$ cat src/rtl/cache_ctrl_if.sv
// cache_ctrl_if: processor, bus and datapath signals of one cache controller.
// master is the controller side, slave is the surrounding environment.
interface cache_ctrl_if #(
  parameter int CNT_W = 16
);
  logic             p_req;
  logic             p_rw;
  logic             read_hit;
  logic [1:0]       stat;
  logic             snoop_hit_in;
  logic             bus_gnt;
  logic             mem_ack;
  logic [1:0]       func;
  logic             snoop_out;
  logic             bus_req;
  logic             p_done;
  logic             p_err;
  logic             busy;
  logic [CNT_W-1:0] hit_cnt;
  logic [CNT_W-1:0] miss_cnt;

  modport master (
    input  p_req, p_rw, read_hit, stat,
    input  snoop_hit_in, bus_gnt, mem_ack,
    output func, snoop_out, bus_req,
    output p_done, p_err, busy,
    output hit_cnt, miss_cnt
  );

  modport slave (
    output p_req, p_rw, read_hit, stat,
    output snoop_hit_in, bus_gnt, mem_ack,
    input  func, snoop_out, bus_req,
    input  p_done, p_err, busy,
    input  hit_cnt, miss_cnt
  );
endinterface

$ cat src/rtl/cache_ctrl_fsm.sv
// cache_ctrl_fsm: sequencing controller for one cache datapath.
// Resolves hits; on miss snoops, arbitrates, writes back and fills.
module cache_ctrl_fsm #(
  parameter int SNOOP_WAIT = 2,
  parameter int TIMEOUT    = 64,
  parameter int CNT_W      = 16
) (
  input  logic         clk,
  input  logic         reset,
  cache_ctrl_if.master bus
);
  typedef enum logic [3:0] {
    S_IDLE, S_LOOKUP, S_SNOOP, S_SWAIT,
    S_ARB, S_WB, S_FILL, S_RD,
    S_WRITE, S_RESP, S_ERR
  } state_t;

  localparam logic [7:0] SW_LAST = 8'(SNOOP_WAIT - 1);
  localparam logic [7:0] TO_LAST = 8'(TIMEOUT - 1);

  state_t           state, state_n;
  logic             rw_q, wb_q, snp_q;
  logic [7:0]       tmr;
  logic [CNT_W-1:0] hit_q, miss_q;
  logic             hit_inc, miss_inc;
  logic             timed;

  assign timed = (state == S_SNOOP) || (state == S_SWAIT)
              || (state == S_WB)    || (state == S_FILL);

  always_comb begin
    state_n  = state;
    hit_inc  = 1'b0;
    miss_inc = 1'b0;
    unique case (state)
      S_IDLE:
        if (bus.p_req) state_n = S_LOOKUP;
      S_LOOKUP:
        if (bus.read_hit) begin
          hit_inc = 1'b1;
          state_n = rw_q ? S_WRITE : S_RESP;
        end else begin
          miss_inc = 1'b1;
          state_n  = S_SNOOP;
        end
      S_SNOOP:
        if (tmr == SW_LAST)
          state_n = (snp_q || bus.snoop_hit_in) ? S_SWAIT : S_ARB;
      S_SWAIT:
        if (tmr == SW_LAST) state_n = S_ARB;
      S_ARB:
        if (bus.bus_gnt) state_n = wb_q ? S_WB : S_FILL;
      S_WB:
        if (bus.mem_ack)        state_n = S_FILL;
        else if (tmr == TO_LAST) state_n = S_ERR;
      S_FILL:
        if (bus.mem_ack)        state_n = rw_q ? S_WRITE : S_RD;
        else if (tmr == TO_LAST) state_n = S_ERR;
      S_RD, S_WRITE:
        state_n = S_RESP;
      S_RESP, S_ERR:
        state_n = S_IDLE;
      default:
        state_n = S_IDLE;
    endcase
  end

  // tmr restarts on every state change, so it times each phase alone
  always_ff @(posedge clk or negedge reset) begin
    if (!reset) begin
      state  <= S_IDLE;
      rw_q   <= 1'b0;
      wb_q   <= 1'b0;
      snp_q  <= 1'b0;
      tmr    <= '0;
      hit_q  <= '0;
      miss_q <= '0;
    end else begin
      state <= state_n;
      if (state == S_IDLE && bus.p_req)
        rw_q <= bus.p_rw;
      if (state == S_LOOKUP && !bus.read_hit)
        wb_q <= (bus.stat == 2'b11);
      else if (state == S_WB && bus.mem_ack)
        wb_q <= 1'b0;
      if (state != S_SNOOP)
        snp_q <= 1'b0;
      else if (bus.snoop_hit_in)
        snp_q <= 1'b1;
      if (state_n != state)
        tmr <= '0;
      else if (timed)
        tmr <= tmr + 8'd1;
      if (hit_inc && hit_q != '1)
        hit_q <= hit_q + 1'b1;
      if (miss_inc && miss_q != '1)
        miss_q <= miss_q + 1'b1;
    end
  end

  assign bus.func = (state == S_WB)    ? 2'b11 :
                    (state == S_FILL)  ? 2'b10 :
                    (state == S_WRITE) ? 2'b01 : 2'b00;
  assign bus.snoop_out = (state == S_SNOOP);
  assign bus.bus_req   = (state == S_ARB) || (state == S_WB)
                      || (state == S_FILL);
  assign bus.p_done    = (state == S_RESP) || (state == S_ERR);
  assign bus.p_err     = (state == S_ERR);
  assign bus.busy      = (state != S_IDLE);
  assign bus.hit_cnt   = hit_q;
  assign bus.miss_cnt  = miss_q;
endmodule

$ cat src/flat_wrapper.sv
// flat-port wrapper written by rule: the top's interface ports become plain ports
module cache_ctrl_fsm_flat 
#(
  parameter int SNOOP_WAIT = 2,
  parameter int TIMEOUT    = 64,
  parameter int CNT_W      = 16
)
  (clk, reset, bus_p_req, bus_p_rw, bus_read_hit, bus_stat, bus_snoop_hit_in, bus_bus_gnt, bus_mem_ack, bus_func, bus_snoop_out, bus_bus_req, bus_p_done, bus_p_err, bus_busy, bus_hit_cnt, bus_miss_cnt);
  cache_ctrl_if #(.CNT_W(CNT_W)) bus_i ();
  input  logic clk;
  input  logic reset;
  input wire logic [$bits(bus_i.p_req)-1:0] bus_p_req;
  input wire logic [$bits(bus_i.p_rw)-1:0] bus_p_rw;
  input wire logic [$bits(bus_i.read_hit)-1:0] bus_read_hit;
  input wire logic [$bits(bus_i.stat)-1:0] bus_stat;
  input wire logic [$bits(bus_i.snoop_hit_in)-1:0] bus_snoop_hit_in;
  input wire logic [$bits(bus_i.bus_gnt)-1:0] bus_bus_gnt;
  input wire logic [$bits(bus_i.mem_ack)-1:0] bus_mem_ack;
  output wire logic [$bits(bus_i.func)-1:0] bus_func;
  output wire logic [$bits(bus_i.snoop_out)-1:0] bus_snoop_out;
  output wire logic [$bits(bus_i.bus_req)-1:0] bus_bus_req;
  output wire logic [$bits(bus_i.p_done)-1:0] bus_p_done;
  output wire logic [$bits(bus_i.p_err)-1:0] bus_p_err;
  output wire logic [$bits(bus_i.busy)-1:0] bus_busy;
  output wire logic [$bits(bus_i.hit_cnt)-1:0] bus_hit_cnt;
  output wire logic [$bits(bus_i.miss_cnt)-1:0] bus_miss_cnt;
  assign bus_i.p_req = bus_p_req;
  assign bus_i.p_rw = bus_p_rw;
  assign bus_i.read_hit = bus_read_hit;
  assign bus_i.stat = bus_stat;
  assign bus_i.snoop_hit_in = bus_snoop_hit_in;
  assign bus_i.bus_gnt = bus_bus_gnt;
  assign bus_i.mem_ack = bus_mem_ack;
  assign bus_func = bus_i.func;
  assign bus_snoop_out = bus_i.snoop_out;
  assign bus_bus_req = bus_i.bus_req;
  assign bus_p_done = bus_i.p_done;
  assign bus_p_err = bus_i.p_err;
  assign bus_busy = bus_i.busy;
  assign bus_hit_cnt = bus_i.hit_cnt;
  assign bus_miss_cnt = bus_i.miss_cnt;
  cache_ctrl_fsm #(.SNOOP_WAIT(SNOOP_WAIT), .TIMEOUT(TIMEOUT), .CNT_W(CNT_W)) u_core (.clk(clk), .reset(reset), .bus(bus_i));
endmodule
$ cat config.mk
export PLATFORM = sky130hd
export DESIGN_NAME = cache_ctrl_fsm_flat
export DESIGN_NICKNAME = d
export VERILOG_FILES = /design/src/rtl/cache_ctrl_if.sv /design/src/rtl/cache_ctrl_fsm.sv /design/src/flat_wrapper.sv
export SDC_FILE = /design/constraint.sdc
export NUM_CORES = 1
export LEC_CHECK = 0
export BUFFER_PORTS_ARGS = -buffer_cell sky130_fd_sc_hd__buf_2
export CAP_MARGIN = 10
export CORE_AREA = 2 2 97 99
export DETAILED_ROUTE_END_ITERATION = 10
export DIE_AREA = 0 0 99 101
export GPL_TIMING_DRIVEN = 0
export PLACE_DENSITY = 0.56
export SYNTH_ARGS = -nofsm -noshare
export SYNTH_HDL_FRONTEND = slang
export SYNTH_SLANG_ARGS = --single-unit
export TNS_END_PERCENT = 30
$ cat constraint.sdc
create_clock -name clk -period 3 [get_ports clk]
set_input_delay 0.3 -clock clk [delete_from_list [all_inputs] [get_ports clk]]
set_output_delay 0.3 -clock clk [all_outputs]
set_load 0.02 [all_outputs]
Word-level counts from Yosys, hierarchy flattened:

Index checks and enable logic that the tools add are counted.

* bits of input ports: 10
* bits in read-only memories: 0
* output and inout bits: 39
* memories kept: 0
* flip-flop bits (word level): 47
* word-level logic and storage cells: 72
* bits in latches: 0
* RAM bits: 0

* reductions and logical operators: 19
* shift operators: 0
* order comparisons: 0
* bitwise operators: 0
* multiply operators: 0
* divide/modulo/power cells: 0
* eq/ne operators: 17
* $add $sub $neg: 3
* multiplexer cells: 26

Operators with widths (number)
* 4-bit 2-to-1 mux: 9
* 16-bit by 1-bit adder with 16-bit output (second input constant): 2
* 16-bit inequality test (second input constant): 2
* 4-bit one-hot mux with 8 select lines: 1
* 4-bit by 3-bit == test with 1-bit output (second input constant): 4
* 8-bit 2-to-1 mux: 2
* 4-bit == test (second input constant): 3
* 1-bit 2-to-1 mux: 10
* 8-bit by 1-bit adder with 8-bit output (second input constant): 1
* 4-bit by 2-bit == test with 1-bit output (second input constant): 2
* 8-bit by 1-bit == test with 1-bit output (second input constant): 1
* 8-bit by 6-bit == test with 1-bit output (second input constant): 1
* 1-bit logical OR: 7
* 2-bit 2-to-1 mux: 3
* 2-bit nonzero test: 3
* 1-bit logical AND: 5
* 4-bit by 1-bit == test with 1-bit output (second input constant): 1
* 4-bit zero test: 1
* 4-bit by 2-bit inequality test with 1-bit output (second input constant): 1
* 4-bit inequality test: 1
* 4-bit nonzero test: 1
* 3-bit 2-to-1 mux: 1
* 2-bit == test (second input constant): 1
* 2-bit OR reduction: 1
* 1-bit zero test: 1

Logic depth before layout (Yosys ltp):

* word-level depth: 6
* mapped depth: 8
* mapped depth without buffers: 7

Worst setup path before layout:

No wires, ideal clock.

* path type: register to register
* start point: register u_core.tmr[0]
* end point: register u_core.tmr[0]
* arrival time: 1.807 ns
* path slack: 1.049 ns
* stages on the path, launching flop included: 8
* required time: 2.855 ns
* buffers on the path: 0
* path through: dfrtp_1 > ha_1 > nand3_2 > nor4_4 > nor3_2 > nor4b_4 > mux2i_2 > nor4_1

* cells in the longest elaborated chain, start to end: 6

RTL lines
* start, declared: line cache_ctrl_fsm.sv:23 `logic [7:0] tmr;`
* start signal, assigned: line cache_ctrl_fsm.sv:93 `tmr <= tmr + 8'd1;`
* 8-bit by 6-bit == test with 1-bit output: line cache_ctrl_fsm.sv:55, cache_ctrl_fsm.sv:58
* 4-bit 2-to-1 mux: line cache_ctrl_fsm.sv:55, cache_ctrl_fsm.sv:58
* 4-bit 2-to-1 mux, on equally long branches: line cache_ctrl_fsm.sv:57, cache_ctrl_fsm.sv:54
* 4-bit one-hot mux with 8 select lines: line cache_ctrl_fsm.sv:35 `unique case (state)`
* 4-bit inequality test: line cache_ctrl_fsm.sv:90 `if (state_n != state)`
* 8-bit 2-to-1 mux or 2-bit nonzero test (tied branches)

Several ways; a longest one is shown, not always the timed one. The select of a mux whose other input is x is not followed.
A chain may end at the register's enable or synchronous reset.

Worst setup path after layout:

* start point: register u_core.tmr[2]
* end point: register u_core.tmr[5]

The elaborated chain is that of the path after synthesis.

==> flow_metrics.py <==
metrics = {
    "yosys": {
        "synthFlopType": "dfrtp_1",
        "netlist_instances": 262,
        "synth_top_cell_area_share_pct": 45.2,
        "synth_top_cell_by_area": "dfrtp_1",
        "synth_edf_count": 0,
        "synthTopCellsByArea": "dfrtp_1 (45%), xnor2_1 (7.4%), xor2_1 (4.4%)",
        "syn_area_per_cell_um2": 9.92,
        "ys_warn_count": 0,
        "async_flop_share_pct": 100,
        "synth_seq_area_share_pct": 45.2,
        "synth_nets": 276,
        "synthesis.area_um2": 2600,
        "synth_seq_cells": 47,
        "yosysUniqueCellTypes": 52,
    },
    "worst_setup_path": {
        "worstSetupEndpoint": "u_core.tmr[5]$_DFFE_PN0P_",
        "critical_path_class": "register to register",
        "cpMaxStageDelayCell": "o22ai_1",
        "slowest_delay_ns": 0.62,
        "cp.arrival_ns": 2.58,
        "path_max_fanout": 8,
        "reg2reg_slack_ns": 0.57,
        "path_cells": "nor4_1, nand3_1, o31ai_1, nand3_1, o22ai_1, nor4_1",
        "required_ns": 3.15,
        "r2r-end": "u_core.tmr[5]$_DFFE_PN0P_",
        "crit_start": "u_core.tmr[2]$_DFFE_PN0P_",
        "r2r-start": "u_core.tmr[2]$_DFFE_PN0P_",
        "cp-start-kind": "register",
        "r2r_cells": 6,
        "critPathCaptureType": "register",
    },
    "floorplan": {
        "coreArea_um2": 8980,
        "start_util_pct": 29.0,
        "dieArea_um2": 10000,
        "io-pin-count": 49,
        "rows": 35,
        "fp.dieH_um": 101,
        "die_w_um": 99,
    },
    "place": {
        "gp_congestion": 0.800,
        "io_buffers": 47,
        "dp_cells": 420,
        "dp_hpwl_um": 4390,
    },
    "outcome": {
        "outcome": "finished clean",
    },
    "routing": {
        "wl_met2_um": 2800,
        "wl_met1_um": 2840,
        "drtIter0Drc": 67,
        "wl_um": 5860,
        "route.vias.total": 2065,
        "wl_per_cell_um": 13.7,
        "top_layer": "met4",
        "drcViolationCount": 0,
        "ant_nets": 0,
        "routed-wl-met3_um": 198,
        "drtPass1Iterations": 4,
        "vias_per_cell": 4.82,
    },
    "layout": {
        "fin_cells": 428,
        "fin_nets": 330,
        "area_growth_pct": 18.9,
        "drive_above_1_share_pct": 25.6,
        "fill_cells": 923,
        "num_antenna_cells": 0,
    },
    "timing": {
        "max_freq_mhz": 412,
        "finalCriticalPeriod_ns": 2.43,
        "maxSlewViolCount": 0,
        "rsz0062_at_grt": "no",
        "relSlewSlack_pct": 29.2,
        "finClkSkew_ns": 0.00696,
        "finalSetupTns_ns": 0,
        "whs_ns": 0.190,
        "hold_viol_final": 0,
        "worstMarginPinSlew_ns": 1.06,
        "setup_viol": 0,
        "finalCritPeriodShare_pct": 81.0,
    },
    "clocking": {
        "hold_buffers": 0,
        "ctsHtreeMaxLevel": 2,
        "post_cts_buffers": 0,
        "clkSlewWorstSetupHoldPaths_ns": 0.10,
        "clk_latency_ns": 0.30,
        "cts_sinks": 47,
        "cts_tree": "built",
        "clockRootBuffer": "clkbuf_8",
        "numCtsBuffers": 5,
        "cts_max_path_buffers": 2,
        "cts_resized": 0,
    },
    "pwr": {
        "powerDensity_nw_per_um2": 712,
        "power_switching_mw": 0.896,
        "p_int_mw": 1.30,
        "power.leakage_nw": 1.41,
        "peakVddDrop_mv": 0.382,
        "switching_share_pct": 40.7,
        "finalPower_mw": 2.20,
        "pwr-share-seq_pct": 37.4,
        "pwr-share-clk_pct": 21.9,
        "p_comb_share_pct": 40.7,
    },
    "grt": {
        "grt_pass1_vias": 2112,
        "grt_pass1_wl_um": 10100,
        "grt_max_degree": 48,
        "antenna_found_initial": 0,
        "grt.total_usage_pct": 12.2,
        "overflow": 0,
    },
    "min_path": {
        "hold_path_class": "input pin to asynchronous set/reset pin",
    },
    "flow_run": {
        "cap_viol_max_count": 0,
    },
}
sequential cells by signal, indices dropped and copies added (netlist names):
name,cells
u_core.snp_q,1
u_core.state,4
u_core.bus.miss_cnt,16
u_core.bus.hit_cnt,16
u_core.tmr,8
u_core.rw_q,1
u_core.wb_q,1
worst max-delay path, delay by kind of cell, from the launching register on:
family | cells | cell delay [ns]
AND/OR/NAND/NOR | 4 | 0.86
AO/OA/AOI/OAI | 2 | 0.96
flip-flops | 1 | 0.46
cells in the mapped netlist (all sizes together) (8+ instances only):
master	instances
a21oi	9
dfrtp	47
nand2	24
nand2b	8
nand3	23
nand4	8
nor2	21
nor3	10
nor4	13
o21ai	8
xnor2	22
xor2	13
kinds of logic after synthesis:
kind of cell	Yosys count	synth area share (%)
mux	6	2.65
buf+inv	15	3.08
compound gates	31	8.52
flops	47	45.2
xor+xnor	35	11.8
fa+ha+maj	4	1.93
simple gates	124	26.8
through the flow:
stage               setup WS (ns)  utilization, %  area (um^2)
floorplan                    1.05               -         2600
global placement            0.667            33.1         2970
CTS                         0.567            34.4         3090
detailed placement          0.596            33.1         2970
finish                      0.570            34.4         3090
global route                0.411            34.4         3090
metal layers:
metal	up-vias	global-route usage [%]
met2	35	20.2
met1	993	16.9
met4	0	2.21
li1	1035	-
met3	2	2.43
met5	-	0
power by group through the flow:
stage                     sequential (mW)  combinational [mW]  clock (mW)
after detailed placement            0.836               0.892           0
after floorplan                     0.876               0.592           0
after CTS                           0.822               0.895       0.497
after global placement              0.833               0.886           0
after global routing                0.841               0.978       0.526
final                               0.822               0.895       0.482
cells in the final DEF, fill, tap and decap left out, drive strengths merged, types with 2 or more instances in the layout:
master | netlist | final
and3 | 3 | 3
xnor2 | 22 | 22
buf | 7 | 54
a21oi | 9 | 9
ha | 4 | 4
xor2 | 13 | 13
o31ai | 2 | 2
nor2b | 3 | 3
mux2 | 4 | 4
nor4 | 13 | 13
mux2i | 2 | 2
nand4 | 8 | 8
o22ai | 3 | 3
nand2b | 8 | 8
nand3 | 23 | 23
nor3 | 10 | 10
o21ai | 8 | 8
a31oi | 2 | 2
clkbuf | 1 | 6
nand2 | 24 | 24
dfrtp | 47 | 47
nor2 | 21 | 21
inv | 7 | 8
and2 | 2 | 2
final cells by class:
class,count,area (um^2),area share (%)
multi-input combinational,200,1340,43.5
clock buffer,5,68.8,2.23
buffer,8,53.8,1.74
clock inverter,3,47.5,1.54
sequential,47,1180,38.1
inverter,7,26.3,0.850
timing repair buffer,47,235,7.61
tap,111,139,4.49
worst min path at each step:
stage	cells past startpoint	from	to	slack [ns]
2_1_floorplan	0	reset	u_core.bus.hit_cnt[0]$_DFFE_PN0P_	0.004
3_3_place_gp	1	u_core.bus.miss_cnt[9]$_DFFE_PN0P_	u_core.bus.miss_cnt[9]$_DFFE_PN0P_	0.49
3_5_place_dp	1	u_core.bus.hit_cnt[9]$_DFFE_PN0P_	u_core.bus.hit_cnt[9]$_DFFE_PN0P_	0.49
4_1_cts	2	bus_p_rw	u_core.rw_q$_DFFE_PN0P_	0.22
5_1_grt	2	bus_p_rw	u_core.rw_q$_DFFE_PN0P_	0.22
6_report	1	reset	u_core.bus.hit_cnt[0]$_DFFE_PN0P_	0.19
No activity file was read; power rests on OpenSTA's default activity.
